[config.mk]
export PLATFORM = sky130hd
export DESIGN_NAME = ysyx_25010008_arbiter_flat
export DESIGN_NICKNAME = d
export VERILOG_FILES = /design/src/rtl/ysyx_25010008_arbiter_if.sv /design/src/rtl/ysyx_25010008_arbiter.sv /design/src/flat_wrapper.sv
export SDC_FILE = /design/constraint.sdc
export NUM_CORES = 1
export LEC_CHECK = 0
export BUFFER_PORTS_ARGS = -buffer_cell sky130_fd_sc_hd__buf_2
export CAP_MARGIN = 20
export CORE_AREA = 4 4 107 109
export CTS_BUF_LIST = sky130_fd_sc_hd__clkbuf_8
export DETAILED_ROUTE_END_ITERATION = 16
export DIE_AREA = 0 0 111 113
export HOLD_SLACK_MARGIN = 0.05
export PLACE_DENSITY = 0.8
export SLEW_MARGIN = 20
export SYNTH_ARGS = -nofsm -noshare
export SYNTH_HDL_FRONTEND = slang
export SYNTH_SLANG_ARGS = --single-unit
[constraint.sdc]
create_clock -name clk -period 2.7 [get_ports clk]
set_input_delay 0.135 -clock clk [delete_from_list [all_inputs] [get_ports clk]]
set_output_delay 0.135 -clock clk [all_outputs]
set_load 0.03 [all_outputs]
[src/rtl/ysyx_25010008_arbiter_if.sv]
// rtl/ysyx_25010008_arbiter_if.sv - IFU/LSU/memory bus bundle for the arbiter
interface ysyx_25010008_arbiter_if;
  logic        ifu_req_valid;
  logic        ifu_req_ready;
  logic [31:0] ifu_req_addr;
  logic        ifu_resp_valid;
  logic        ifu_resp_ready;
  logic [31:0] ifu_resp_rdata;

  logic        lsu_req_valid;
  logic        lsu_req_ready;
  logic [31:0] lsu_req_addr;
  logic        lsu_req_wen;
  logic [31:0] lsu_req_wdata;
  logic [3:0]  lsu_req_wmask;
  logic        lsu_resp_valid;
  logic        lsu_resp_ready;
  logic [31:0] lsu_resp_rdata;

  logic        mem_req_valid;
  logic        mem_req_ready;
  logic [31:0] mem_req_addr;
  logic        mem_req_wen;
  logic [31:0] mem_req_wdata;
  logic [3:0]  mem_req_wmask;
  logic        mem_resp_valid;
  logic        mem_resp_ready;
  logic [31:0] mem_resp_rdata;

  modport slave (
    input  ifu_req_valid, ifu_req_addr, ifu_resp_ready,
    input  lsu_req_valid, lsu_req_addr, lsu_req_wen, lsu_req_wdata, lsu_req_wmask, lsu_resp_ready,
    input  mem_req_ready, mem_resp_valid, mem_resp_rdata,
    output ifu_req_ready, ifu_resp_valid, ifu_resp_rdata,
    output lsu_req_ready, lsu_resp_valid, lsu_resp_rdata,
    output mem_req_valid, mem_req_addr, mem_req_wen, mem_req_wdata, mem_req_wmask, mem_resp_ready
  );

  modport master (
    output ifu_req_valid, ifu_req_addr, ifu_resp_ready,
    output lsu_req_valid, lsu_req_addr, lsu_req_wen, lsu_req_wdata, lsu_req_wmask, lsu_resp_ready,
    output mem_req_ready, mem_resp_valid, mem_resp_rdata,
    input  ifu_req_ready, ifu_resp_valid, ifu_resp_rdata,
    input  lsu_req_ready, lsu_resp_valid, lsu_resp_rdata,
    input  mem_req_valid, mem_req_addr, mem_req_wen, mem_req_wdata, mem_req_wmask, mem_resp_ready
  );
endinterface

[src/rtl/ysyx_25010008_arbiter.sv]
// rtl/ysyx_25010008_arbiter.sv - round-robin IFU/LSU arbiter onto a single memory port
// One transaction in flight; request fields are latched on grant and replayed to memory.
module ysyx_25010008_arbiter (
  input  logic                          clk,
  input  logic                          rst,
  ysyx_25010008_arbiter_if.slave        bus
);
  localparam logic [2:0] S_IDLE     = 3'd0;
  localparam logic [2:0] S_IFU_REQ  = 3'd1;
  localparam logic [2:0] S_IFU_RESP = 3'd2;
  localparam logic [2:0] S_LSU_REQ  = 3'd3;
  localparam logic [2:0] S_LSU_RESP = 3'd4;

  logic [2:0]  state;
  logic        last_lsu;
  logic [31:0] hold_addr;
  logic        hold_wen;
  logic [31:0] hold_wdata;
  logic [3:0]  hold_wmask;
  logic        grant_ifu;
  logic        grant_lsu;
  logic        req_fire;
  logic        resp_fire;

  // On contention the master that did not win last time is granted.
  always_comb begin
    grant_ifu = 1'b0;
    grant_lsu = 1'b0;
    if (!rst && state == S_IDLE) begin
      grant_ifu = bus.ifu_req_valid && (!bus.lsu_req_valid || last_lsu);
      grant_lsu = bus.lsu_req_valid && !grant_ifu;
    end
  end

  always_comb begin
    bus.ifu_req_ready  = grant_ifu;
    bus.lsu_req_ready  = grant_lsu;
    bus.mem_req_valid  = !rst && (state == S_IFU_REQ || state == S_LSU_REQ);
    bus.mem_req_addr   = hold_addr;
    bus.mem_req_wen    = hold_wen;
    bus.mem_req_wdata  = hold_wdata;
    bus.mem_req_wmask  = hold_wmask;
    bus.mem_resp_ready = 1'b0;
    bus.ifu_resp_valid = 1'b0;
    bus.ifu_resp_rdata = 32'd0;
    bus.lsu_resp_valid = 1'b0;
    bus.lsu_resp_rdata = 32'd0;
    if (!rst && state == S_IFU_RESP) begin
      bus.mem_resp_ready = bus.ifu_resp_ready;
      bus.ifu_resp_valid = bus.mem_resp_valid;
      bus.ifu_resp_rdata = bus.mem_resp_valid ? bus.mem_resp_rdata : 32'd0;
    end
    if (!rst && state == S_LSU_RESP) begin
      bus.mem_resp_ready = bus.lsu_resp_ready;
      bus.lsu_resp_valid = bus.mem_resp_valid;
      bus.lsu_resp_rdata = bus.mem_resp_valid ? bus.mem_resp_rdata : 32'd0;
    end
  end

  assign req_fire  = bus.mem_req_valid && bus.mem_req_ready;
  assign resp_fire = bus.mem_resp_valid && bus.mem_resp_ready;

  always_ff @(posedge clk) begin
    if (rst) begin
      state      <= S_IDLE;
      last_lsu   <= 1'b1;
      hold_addr  <= 32'd0;
      hold_wen   <= 1'b0;
      hold_wdata <= 32'd0;
      hold_wmask <= 4'd0;
    end else begin
      case (state)
        S_IDLE: begin
          if (grant_ifu) begin
            hold_addr  <= bus.ifu_req_addr;
            hold_wen   <= 1'b0;
            hold_wdata <= 32'd0;
            hold_wmask <= 4'd0;
            last_lsu   <= 1'b0;
            state      <= S_IFU_REQ;
          end else if (grant_lsu) begin
            hold_addr  <= bus.lsu_req_addr;
            hold_wen   <= bus.lsu_req_wen;
            hold_wdata <= bus.lsu_req_wdata;
            hold_wmask <= bus.lsu_req_wmask;
            last_lsu   <= 1'b1;
            state      <= S_LSU_REQ;
          end
        end
        S_IFU_REQ:  if (req_fire)  state <= S_IFU_RESP;
        S_IFU_RESP: if (resp_fire) state <= S_IDLE;
        S_LSU_REQ:  if (req_fire)  state <= S_LSU_RESP;
        S_LSU_RESP: if (resp_fire) state <= S_IDLE;
        default:                   state <= S_IDLE;
      endcase
    end
  end
endmodule

[src/flat_wrapper.sv]
// flat-port wrapper written by rule: the top's interface ports become plain ports
module ysyx_25010008_arbiter_flat 
  (clk, rst, bus_ifu_req_valid, bus_ifu_req_addr, bus_ifu_resp_ready, bus_lsu_req_valid, bus_lsu_req_addr, bus_lsu_req_wen, bus_lsu_req_wdata, bus_lsu_req_wmask, bus_lsu_resp_ready, bus_mem_req_ready, bus_mem_resp_valid, bus_mem_resp_rdata, bus_ifu_req_ready, bus_ifu_resp_valid, bus_ifu_resp_rdata, bus_lsu_req_ready, bus_lsu_resp_valid, bus_lsu_resp_rdata, bus_mem_req_valid, bus_mem_req_addr, bus_mem_req_wen, bus_mem_req_wdata, bus_mem_req_wmask, bus_mem_resp_ready);
  ysyx_25010008_arbiter_if bus_i ();
  input  logic clk;
  input  logic rst;
  input wire logic [$bits(bus_i.ifu_req_valid)-1:0] bus_ifu_req_valid;
  input wire logic [$bits(bus_i.ifu_req_addr)-1:0] bus_ifu_req_addr;
  input wire logic [$bits(bus_i.ifu_resp_ready)-1:0] bus_ifu_resp_ready;
  input wire logic [$bits(bus_i.lsu_req_valid)-1:0] bus_lsu_req_valid;
  input wire logic [$bits(bus_i.lsu_req_addr)-1:0] bus_lsu_req_addr;
  input wire logic [$bits(bus_i.lsu_req_wen)-1:0] bus_lsu_req_wen;
  input wire logic [$bits(bus_i.lsu_req_wdata)-1:0] bus_lsu_req_wdata;
  input wire logic [$bits(bus_i.lsu_req_wmask)-1:0] bus_lsu_req_wmask;
  input wire logic [$bits(bus_i.lsu_resp_ready)-1:0] bus_lsu_resp_ready;
  input wire logic [$bits(bus_i.mem_req_ready)-1:0] bus_mem_req_ready;
  input wire logic [$bits(bus_i.mem_resp_valid)-1:0] bus_mem_resp_valid;
  input wire logic [$bits(bus_i.mem_resp_rdata)-1:0] bus_mem_resp_rdata;
  output wire logic [$bits(bus_i.ifu_req_ready)-1:0] bus_ifu_req_ready;
  output wire logic [$bits(bus_i.ifu_resp_valid)-1:0] bus_ifu_resp_valid;
  output wire logic [$bits(bus_i.ifu_resp_rdata)-1:0] bus_ifu_resp_rdata;
  output wire logic [$bits(bus_i.lsu_req_ready)-1:0] bus_lsu_req_ready;
  output wire logic [$bits(bus_i.lsu_resp_valid)-1:0] bus_lsu_resp_valid;
  output wire logic [$bits(bus_i.lsu_resp_rdata)-1:0] bus_lsu_resp_rdata;
  output wire logic [$bits(bus_i.mem_req_valid)-1:0] bus_mem_req_valid;
  output wire logic [$bits(bus_i.mem_req_addr)-1:0] bus_mem_req_addr;
  output wire logic [$bits(bus_i.mem_req_wen)-1:0] bus_mem_req_wen;
  output wire logic [$bits(bus_i.mem_req_wdata)-1:0] bus_mem_req_wdata;
  output wire logic [$bits(bus_i.mem_req_wmask)-1:0] bus_mem_req_wmask;
  output wire logic [$bits(bus_i.mem_resp_ready)-1:0] bus_mem_resp_ready;
  assign bus_i.ifu_req_valid = bus_ifu_req_valid;
  assign bus_i.ifu_req_addr = bus_ifu_req_addr;
  assign bus_i.ifu_resp_ready = bus_ifu_resp_ready;
  assign bus_i.lsu_req_valid = bus_lsu_req_valid;
  assign bus_i.lsu_req_addr = bus_lsu_req_addr;
  assign bus_i.lsu_req_wen = bus_lsu_req_wen;
  assign bus_i.lsu_req_wdata = bus_lsu_req_wdata;
  assign bus_i.lsu_req_wmask = bus_lsu_req_wmask;
  assign bus_i.lsu_resp_ready = bus_lsu_resp_ready;
  assign bus_i.mem_req_ready = bus_mem_req_ready;
  assign bus_i.mem_resp_valid = bus_mem_resp_valid;
  assign bus_i.mem_resp_rdata = bus_mem_resp_rdata;
  assign bus_ifu_req_ready = bus_i.ifu_req_ready;
  assign bus_ifu_resp_valid = bus_i.ifu_resp_valid;
  assign bus_ifu_resp_rdata = bus_i.ifu_resp_rdata;
  assign bus_lsu_req_ready = bus_i.lsu_req_ready;
  assign bus_lsu_resp_valid = bus_i.lsu_resp_valid;
  assign bus_lsu_resp_rdata = bus_i.lsu_resp_rdata;
  assign bus_mem_req_valid = bus_i.mem_req_valid;
  assign bus_mem_req_addr = bus_i.mem_req_addr;
  assign bus_mem_req_wen = bus_i.mem_req_wen;
  assign bus_mem_req_wdata = bus_i.mem_req_wdata;
  assign bus_mem_req_wmask = bus_i.mem_req_wmask;
  assign bus_mem_resp_ready = bus_i.mem_resp_ready;
  ysyx_25010008_arbiter u_core (.clk(clk), .rst(rst), .bus(bus_i));
endmodule
==> run metrics <==
Final Wtd Congestion=0.862; measured slew at the worst slew-check pin=0.622 ns; dominant synthesized flop cell=dfxtp_1; R2R cell count=4; area share of fa/ha/maj cells after synthesis=0%; number of post-CTS setup repair buffers=0; Final Hold Vio Count=0; GRT Util Overall=25.1%; Max Freq=between 300 and 400 MHz; Nets=899; Yosys top cell area share=37.8%; Max-cap violations=0; Reg2Reg Setup Slack=~0.63 ns; # DRC=0; number of synthesized flops with an enable pin=0; antenna violations before repair=5; Total Power=3.11 mW; Worst Clk Skew=0.0132 ns; Leak=2.75 nW; Max VDD drop=0.246 mV; worst setup margin=0.163 ns; crit path max fanout=47; WP data required=2.57 ns; RSZ-0062 raised after global routing=false; Post-synth ARST share=0%; TritonCTS Buffers=9; xor/xnor share of the synthesized area=less than 1%; CP Launch Type=flip-flop; port buffer count=about 280; Worst Setup SP=u_core.state[0]; top-level I/O count=280; Final TNS setup=0 ns; ANT nets after route=0; multiplexer area fraction after synthesis=0%; Multi-input gate area=2100 µm²; Seq/Total Area, Yosys=37.8%; post-CTS sizing=0; min Tclk post-route=2.54 ns; largest net degree at the start of global routing=48; via count=between 4000 and 5000; Std-Cell Rows=38; Unique masters post-synth=34; die height=113 µm; worst min path class=in -> reg; Via density=~5.4; fin crit share=93.9%; post-synth top area cell=dfxtp_1; Synth Area per Inst=8.11 µm²; RR Startpoint=u_core.state[0]; power density cells=528 nW/µm²; register area=between 1000 and 1500 µm²; Area Growth Syn to Fin=52.0%; CTS sink count=73; Initial DRC Count=about 570; Post-Place Setup Slack=~0.58 ns; worst r2r dst=u_core.bus.mem_req_wdata[10]; endpoints failing setup=0; Post-Syn Area=3870 µm²; crit path to=bus_ifu_req_ready; layout cells sized above 1=41.9%; Synth Net Count=618; Clock H-tree levels=3; Fillers=998; root buf cell=clkbuf_8; vias in the first global route=4915; Detailed Route WL=16500 µm; Synth Area in Compound Gates=between 20 and 30%; TritonRoute pass-1 iters=5; Die W=between 100 and 150 µm; # hold bufs at CTS=between 40 and 50; Core ar.=10600 µm²; status=completed; synth warn=0; main combinational cell family by area after synthesis=compound AO/OA/AOI/OAI gates; CP Capture Type=output pin; clock latency on the worst-skew pair=0.34 ns; CTS clk-pin slew, worst paths=0.08 ns; Avg WL per Cell=18.1 µm; synthesized netlist cell count=477; Starting Density=between 30 and 40%; simple-gate share of the synthesized area=24.7%; CTS max path bufs=2; relative slew slack=58.5%; first-pass GRT wire length=25500 µm; Post-DP HPWL=11100 µm; Remaining Overflow, GRT=0; WS Path Type=reg -> out; CTS tree=done; max-slew violations=0; leading post-synthesis cells by cell area=dfxtp_1, and2_1, a21oi_1; Synth Register Bits=73; Arr. time, crit path=roughly 2.4 ns; die area=around 13000 µm²
worst min path at each step:
stage,start,endpoint,slack (ns),cells after the start
after CTS,bus_lsu_req_addr[13],u_core.bus.mem_req_addr[13],0.05,3
after floorplan,bus_lsu_req_wdata[0],u_core.bus.mem_req_wdata[0],0.28,2
final,bus_lsu_req_addr[0],u_core.bus.mem_req_addr[0],0.07,3
after global routing,bus_lsu_req_addr[29],u_core.bus.mem_req_addr[29],0.05,3
after global placement,bus_lsu_req_wdata[6],u_core.bus.mem_req_wdata[6],0.39,3
after detailed placement,bus_lsu_req_wdata[24],u_core.bus.mem_req_wdata[24],0.39,3
power by group:
| group | internal, mW | switching, mW | leakage [nW] |
|---|---|---|---|
| logic | 0.370 | 0.696 | 2.06 |
| registers | 1.18 | 0.0694 | 0.596 |
| clock network | 0.359 | 0.433 | 0.0847 |
| total | 1.91 | 1.20 | 2.75 |
cells in the mapped netlist, types with 2 or more instances:
library cell,n
nand3b_1,3
nand2_1,2
o31ai_1,32
a21oi_1,70
o21ai_0,28
clkbuf_1,43
buf_6,7
nand4b_1,2
buf_4,3
inv_1,3
nand4_1,32
nand3_1,37
buf_2,13
nor2b_1,2
o21ai_1,9
and2_1,65
nor2_1,2
a211oi_1,2
dfxtp_1,73
a311oi_1,32
nor3_1,4
area by class of cell:
type / count / share of cell area [%]
clock buffer: 10 / 2.34
timing repair buffer: 336 / 33.0
sequential: 73 / 24.9
tap: 140 / 2.98
clock inverter: 6 / 0.702
antenna: 5 / 0.213
multi-input combinational: 335 / 35.7
inverter: 3 / 0.191
state kept, by name, summed over array words and instances (netlist names):
register and flops:
u_core.bus.mem_req_wmask 4, u_core.state 3, u_core.bus.mem_req_addr 32, u_core.last_lsu 1, u_core.bus.mem_req_wen 1, u_core.bus.mem_req_wdata 32
critical path: stages (launching register included):
cell and delay, ns:
dfxtp_1 0.43, or4_4 0.74, buf_4 0.34, nor3_1 0.27, buf_2 0.25
cells by family (layout without fill, tap and decap cells):
logic type	after synthesis	in the layout
compound gates	177	177
xor+xnor	1	1
other cells	0	5
buf+inv	69	355
flops	73	73
simple gates	157	157
cell usage in the layout (no fill, tap or decap), types with 5 or more instances in the layout:
cell type / netlist / final
o31ai_1: 32 / 32
o21ai_1: 9 / 9
buf_2: 13 / 279
clkbuf_8: 0 / 10
and2_1: 65 / 65
diode_2: 0 / 5
nand3_1: 37 / 37
a21oi_1: 70 / 70
a311oi_1: 32 / 32
dfxtp_1: 73 / 73
nand4_1: 32 / 32
buf_4: 3 / 14
dlygate4sd3_1: 0 / 42
o21ai_0: 28 / 28
routing by layer:
| metal | vias to the layer above | wire (µm) | track usage [%] |
|---|---|---|---|
| met5 | - | 0 | 0 |
| met4 | 0 | 657 | 12.4 |
| met2 | 284 | 8420 | 44.3 |
| met1 | 2251 | 6110 | 28.4 |
| met3 | 52 | 1270 | 6.26 |
| li1 | 2341 | - | - |
metrics by stage:
stage | cell area (µm²) | std cells | util [%] | hold WS [ns]
final | 5880 | 908 | 55.5 | 0.0728
after global routing | 5880 | 908 | 55.5 | 0.0547
after CTS | 5870 | 903 | 55.3 | 0.0515
after detailed placement | 5270 | 845 | 49.7 | 0.394
after global placement | 5270 | 845 | 49.7 | 0.388
after floorplan | 3870 | 477 | - | 0.283
No activity file was read; power rests on OpenSTA's default activity.
